**config.mk**
```make
export PLATFORM = sky130hd
export DESIGN_NAME = serial_adder_ctrl
export DESIGN_NICKNAME = d
export VERILOG_FILES = /design/src/rtl/serial_adder_ctrl.sv
export SDC_FILE = /design/constraint.sdc
export NUM_CORES = 1
export LEC_CHECK = 0
export BUFFER_PORTS_ARGS = -buffer_cell sky130_fd_sc_hd__buf_2
export CAP_MARGIN = 15
export CORE_AREA = 2 2 57 59
export CTS_BUF_LIST = sky130_fd_sc_hd__clkbuf_2
export DETAILED_ROUTE_END_ITERATION = 10
export DIE_AREA = 0 0 59 61
export GPL_TIMING_DRIVEN = 0
export HOLD_SLACK_MARGIN = 0.02
export PLACE_DENSITY = 0.76
export SYNTH_ARGS = -nofsm -noshare
export SYNTH_HDL_FRONTEND = slang
export SYNTH_SLANG_ARGS = --single-unit
```
**constraint.sdc**
```tcl
create_clock -name clk -period 3 [get_ports clk]
set_clock_uncertainty 0.1 [all_clocks]
set_input_delay 0.45 -clock clk [delete_from_list [all_inputs] [get_ports clk]]
set_output_delay 0.45 -clock clk [all_outputs]
set_load 0.1 [all_outputs]
```
**src/rtl/serial_adder_ctrl.sv**
```systemverilog
// Bit-serial adder: one full-adder stage and a carry register walk the operands LSB first.
// A three-state controller (idle, run, done) sequences capture, WIDTH add cycles and a done pulse.
module serial_adder_ctrl #(
  parameter int unsigned WIDTH = 8
) (
  input  logic             clk,
  input  logic             rst,
  input  logic             start,
  input  logic [WIDTH-1:0] a,
  input  logic [WIDTH-1:0] b,
  input  logic             ci,
  output logic             busy,
  output logic             done,
  output logic [WIDTH-1:0] s,
  output logic             co,
  output logic             ov
);

  localparam int unsigned CntW = (WIDTH > 1) ? $clog2(WIDTH) : 1;

  typedef enum logic [1:0] {StIdle, StRun, StDone} state_e;

  state_e           state_q, state_d;
  logic [CntW-1:0]  cnt_q, cnt_d;
  logic [WIDTH-1:0] a_q, a_d;
  logic [WIDTH-1:0] b_q, b_d;
  logic [WIDTH-1:0] s_q, s_d;
  logic             carry_q, carry_d;
  logic             co_q, co_d;
  logic             ov_q, ov_d;

  logic bit_a, bit_b, sum_bit, carry_out, last_bit;

  // Single full-adder stage fed by the bit selected by the counter.
  assign bit_a     = a_q[cnt_q];
  assign bit_b     = b_q[cnt_q];
  assign sum_bit   = bit_a ^ bit_b ^ carry_q;
  assign carry_out = (bit_a & bit_b) | (carry_q & (bit_a ^ bit_b));
  assign last_bit  = (cnt_q == CntW'(WIDTH - 1));

  always_comb begin
    state_d = state_q;
    cnt_d   = cnt_q;
    a_d     = a_q;
    b_d     = b_q;
    s_d     = s_q;
    carry_d = carry_q;
    co_d    = co_q;
    ov_d    = ov_q;
    unique case (state_q)
      StIdle: begin
        if (start) begin
          state_d = StRun;
          a_d     = a;
          b_d     = b;
          carry_d = ci;
          cnt_d   = '0;
          s_d     = '0;
        end
      end
      StRun: begin
        s_d[cnt_q] = sum_bit;
        carry_d    = carry_out;
        if (last_bit) begin
          // carry_q is the carry into the MSB here, so it yields the overflow term.
          co_d    = carry_out;
          ov_d    = carry_q ^ carry_out;
          state_d = StDone;
        end else begin
          cnt_d = cnt_q + CntW'(1);
        end
      end
      StDone:  state_d = StIdle;
      default: state_d = StIdle;
    endcase
  end

  always_ff @(posedge clk) begin
    if (rst) begin
      state_q <= StIdle;
      cnt_q   <= '0;
      a_q     <= '0;
      b_q     <= '0;
      s_q     <= '0;
      carry_q <= 1'b0;
      co_q    <= 1'b0;
      ov_q    <= 1'b0;
    end else begin
      state_q <= state_d;
      cnt_q   <= cnt_d;
      a_q     <= a_d;
      b_q     <= b_d;
      s_q     <= s_d;
      carry_q <= carry_d;
      co_q    <= co_d;
      ov_q    <= ov_d;
    end
  end

  assign busy = (state_q == StRun);
  assign done = (state_q == StDone);
  assign s    = s_q;
  assign co   = co_q;
  assign ov   = ov_q;

endmodule

```
Word-level counts from Yosys, hierarchy flattened. Cells that the tools add are included. W data, S select, Z words.

$lt $le $gt $ge: 2. Eq/ne operators: 6. Mux-type cells: 17. Bitwise gates (word level): 6. $add $sub $neg: 1. Reductions and logical operators: 8.

Operators with widths (count): $pmux W8 S2 (1); $bwmux W8 (1); $mux W8 (1); $reduce_and A2 Y1 (4); $bmux W1 S3 (2); $mux W3 (2); $pmux W3 S2 (1); $lt A3 B4 Y1 const B (1); $mux W1 (4); $mux W2 (2); $ne A2 B2 Y1 const B (2); $pmux W2 S2 (1); $add A3 B1 Y3 const B (1); $demux W1 S3 (1); $eq A3 B3 Y1 const B (1); $ge A3 B1 Y1 const B (1); $reduce_and A3 Y1 (1); $xor A1 B1 Y1 (3); $and A1 B1 Y1 (2); $eq A2 B1 Y1 const B (1); $eq A2 B2 Y1 const B (1); $logic_not A2 Y1 (1); $ne A2 B1 Y1 const B (1); $pmux W1 S2 (1); other kinds (3) (3).

Logic and storage cells: 48. Output and inout bits: 12. Register bits: 32. Input port bits: 20.

Longest topological paths before layout.
Depth in word-level cells: 6. Gate-level depth with buffers: 9. Mapped depth without buffers: 7.

Worst setup path before layout. Ideal clock, no wire load.

Kind: register -> output. Start point: reg state_q[1]. End point: out done. Slack: 0.312 ns. Cell stages (with the launch flop): 4. Path buffers: 2. Arrival time: 2.138 ns. Data required time: 2.450 ns. Cell sequence: dfxtp_1 buf_2 buf_1 nor2b_1.

Word-level cells in the longest chain between the ends: 1.

RTL lines: from (decl) (line 23) `state_e state_q, state_d;`; from (signal assigned) (line 80) `state_q <= StIdle;`; from (signal assigned) (line 89) `state_q <= state_d;`; $eq A2 B2 Y1 (line 101) `assign done = (state_q == StDone);`; to (decl) (line 13) `output logic done,`.

Every way passes these cells.

Final worst setup path.
Start point: reg cnt_q[2]. End point: reg s_q[0] (netlist: s[0]).

Word-level cells in the longest chain between the ends: 6. Elaborated cells between the ends (all ways): 13. Those cells by class: 2 x order compare; 8 x mux; 2 x bitwise; 1 x reduce/logical.

RTL lines: from (decl) (line 24) `logic [CntW-1:0] cnt_q, cnt_d;`; from (signal assigned) (line 90) `cnt_q <= cnt_d;`; $lt A3 B4 Y1 (not written as such), or another cell as far along (line 62) `s_d[cnt_q] = sum_bit;`; $logic_and A1 B1 Y1 (not written as such), or another cell as far along (line 62); $mux W1 (not written as such) / $xor A1 B1 Y1 (equally long branches) (line 62, 37); $demux W1 S3 / $xor A1 B1 Y1 (equally long branches) (line 62, 37); $bwmux W8 (*) (line 62); $pmux W8 S2 (*) (line 50) `unique case (state_q)`; to (signal assigned) (line 84) `s_q <= '0;`; to (signal assigned) (line 93) `s_q <= s_d;`; to (decl) (line 27) `logic [WIDTH-1:0] s_q, s_d;`.

Every way passes the cells marked *; elsewhere a longest branch is shown, timed or not. The select of a mux whose other input is x is not followed. A chain may end at the register's enable or synchronous reset.

==> qor.yml <==
viasPerCell: 5.470
worstPathMaxFanout: 10
ys_seq_area_frac: 0.4146
seqPwrFrac: 0.573
slowest_stage: "fa_1"
drtPass1Iterations: 4
endpoint_kind: "register"
htreeDepth: 2
cap_violations: 0
antenna_found_initial: 0
min_path_cells: 3
max_freq_mhz: 367.4
layout-drive-gt1-share: 0.2455
die_h_um: 61
cts_setup_buffers: 0
crit_required_ps: 3190
slew_headroom: 0.6782
syn_to_final_growth_pct: 15.06
hold_ws_ps: 195.6
netSwitchingFraction: 0.2987
synth_warnings: 0
fin_crit_ps: 2722
p_comb_frac: 0.177
startpoint_type: "register"
final_hold_viol_count: 0
grt_pass1_wl_mm: 5.319
fin_nets: 243
whs_endpoint: "b_q[1]"
clock_latency_ps: 370
final.period_utilization: 0.9073
slew_viol_final: 0
io_pins: 32
slowest_delay_ps: 470
cts_tree: "yes"
r2r_cells: 8
num_vias: 1384
p_leak_nw: 0.7033
rr_startpoint: "cnt_q[2]"
hold_start: "b[1]"
power.switching_mw: 0.2363
gr-total-overflow: 0
power_frac_clock: 0.250
outcome: "finished clean"
fp.dieW_um: 59
antenna_left: 0
final_core_util: 0.6021
n_antenna_cell: 0
fin_tns_setup_ps: 0
initial_core_util: 0.5233
placedCellCount: 246
r2r_end: "s[0]"
grt_max_degree: 11
synth_seq_cells: 32
critPathBufInv: 1
cp_top_family: "compound AO/OA/AOI/OAI gates"
cts_made_buffers: 5
netlist_instances: 182
dpl.hpwl_mm: 2.378
fp.dieArea_um2: 3599
drtIter0Drc: 51
synth.net_count: 205
cp_cell_sequence: "buf_2, mux2i_1, o32ai_1, a221oi_1, fa_1, nor3_1, nand3b_1, o32ai_1"
fin_cells: 253
clk_pin_slew_ps: 160
cts_buffer_depth: 2
internal-power_mw: 0.5549
placement.io_buffers: 31
setup_viol: 0
cts_sinks: 32
power_density_nw_per_um2: 445.0
critPathLaunch: "cnt_q[2]"
rsz0062_at_grt: "false"
post_drt_wl_per_cell_um: 12.72
clockRootBuffer: "clkbuf_2"
hold_buffers: 0
syn_area_um2: 1545
worstSetupPathType: "register to register"
ys_types: 36
cp_common_cell: "o32ai_1"
core-area_um2: 2953
drc: 0
cp.arrival_ps: 2920
grt.total_usage: 0.2004
ir_drop_v: 0.0003210
worst_slew_pin_slew_ps: 486.0
grt_pass1_vias: 1213
place_congestion: 0.8105
placementRows: 20
wirelength_mm: 3.219
syn_area_per_cell_um2: 8.490
min_path_type: "primary input to register"
rrSetupSlack_ps: 280
state kept, by name (all words and copies together) (netlist names):
signal / count
s: 8
co: 1
ov: 1
b_q: 8
state_q: 2
carry_q: 1
cnt_q: 3
a_q: 8
metrics by stage:
step	cell area [um2]	setup WS (ps)	total power, mW
after floorplan	1545	311.8	0.5664
after global placement	1742	249.7	0.6005
after detailed placement	1742	265.8	0.6027
after CTS	1777	238.3	0.7955
after global routing	1778	66.21	0.8374
final	1778	278.0	0.7912
power groups by stage:
stage	registers [mW]	logic [mW]	clock network [mW]
after floorplan	0.469	0.0969	0
after global placement	0.462	0.138	0
after detailed placement	0.463	0.140	0
after CTS	0.453	0.140	0.202
after global routing	0.456	0.155	0.226
final	0.453	0.140	0.198
kinds of logic after synthesis:
| family | Yosys count | share of synthesized area |
|---|---|---|
| AO/OA/AOI/OAI | 45 | 0.1806 |
| XOR/XNOR | 1 | 0.005669 |
| adder cells (fa/ha/maj) | 3 | 0.02915 |
| buffers and inverters | 24 | 0.07368 |
| flip-flops | 32 | 0.4146 |
| multiplexers | 5 | 0.04939 |
| AND/OR/NAND/NOR | 72 | 0.2470 |
how the worst max path moves through the flow:
stage,to,slack (ps),depth (start not counted)
4_1_cts,s[4],240,8
2_1_floorplan,done,310,3
6_report,s[0],280,8
3_5_place_dp,s[0],270,8
3_3_place_gp,s[0],250,8
5_1_grt,s[0],70,8
layout by cell type, fill, tap and decap left out, drive strengths merged, types with 3 or more instances in the layout:
master    n
clkbuf    9
nand4b    3
buf      43
a21oi    30
o32ai     9
nor2      6
nand4bb   3
inv       9
dfxtp    32
nand3     4
nand2    39
nand2b    5
cell usage after synthesis (all sizes together):
cell type,count,area share
a211oi,1,0.0049
a21oi,30,0.097
a221oi,2,0.011
a22o,1,0.0057
and3b,1,0.0057
buf,12,0.045
clkbuf,3,0.0073
dfxtp,32,0.41
fa,1,0.013
ha,2,0.016
inv,9,0.022
mux2,1,0.0073
mux2i,2,0.013
mux4,2,0.029
nand2,39,0.095
nand2b,5,0.020
nand3,4,0.013
nand3b,2,0.0097
nand4,1,0.0041
nand4b,3,0.017
nand4bb,3,0.022
nor2,6,0.015
nor2b,2,0.0081
nor3,1,0.0032
nor3b,2,0.017
o21a,1,0.0049
o2bb2ai,1,0.0057
o32ai,9,0.051
or3b,2,0.011
or4b,1,0.0065
xnor2,1,0.0057
worst register-to-register path: stages, from the launching register on:
cell and delay (ps):
dfxtp_2 430, buf_2 260, mux2i_1 240, o32ai_1 110, a221oi_1 320, fa_1 470, nor3_1 250, nand3b_1 210
o32ai_1 250
area by class of cell:
| type | instances | area (um2) |
|---|---|---|
| fill | 292 | 1175 |
| multi-input combinational | 126 | 790.8 |
| sequential | 32 | 641.9 |
| timing repair buffer | 31 | 155.1 |
| buffer | 15 | 80.08 |
| tap | 33 | 41.29 |
| inverter | 9 | 33.78 |
| clock buffer | 6 | 30.03 |
| clock inverter | 1 | 5.005 |
repair_timing:
item	4_1_cts	5_1_grt
resized for setup	0	1
setup endpoints to repair	0	2
hold endpoints to repair	0	0
per-layer routing:
| layer | track usage | vias up | wire length [um] |
|---|---|---|---|
| met4 | 0.08117 | 0 | 19 |
| li1 | - | 710 | - |
| met3 | 0.08316 | 4 | 167 |
| met5 | 0 | - | 0 |
| met1 | 0.2361 | 636 | 1480 |
| met2 | 0.3254 | 34 | 1553 |
No activity file was read; power rests on OpenSTA's default activity.
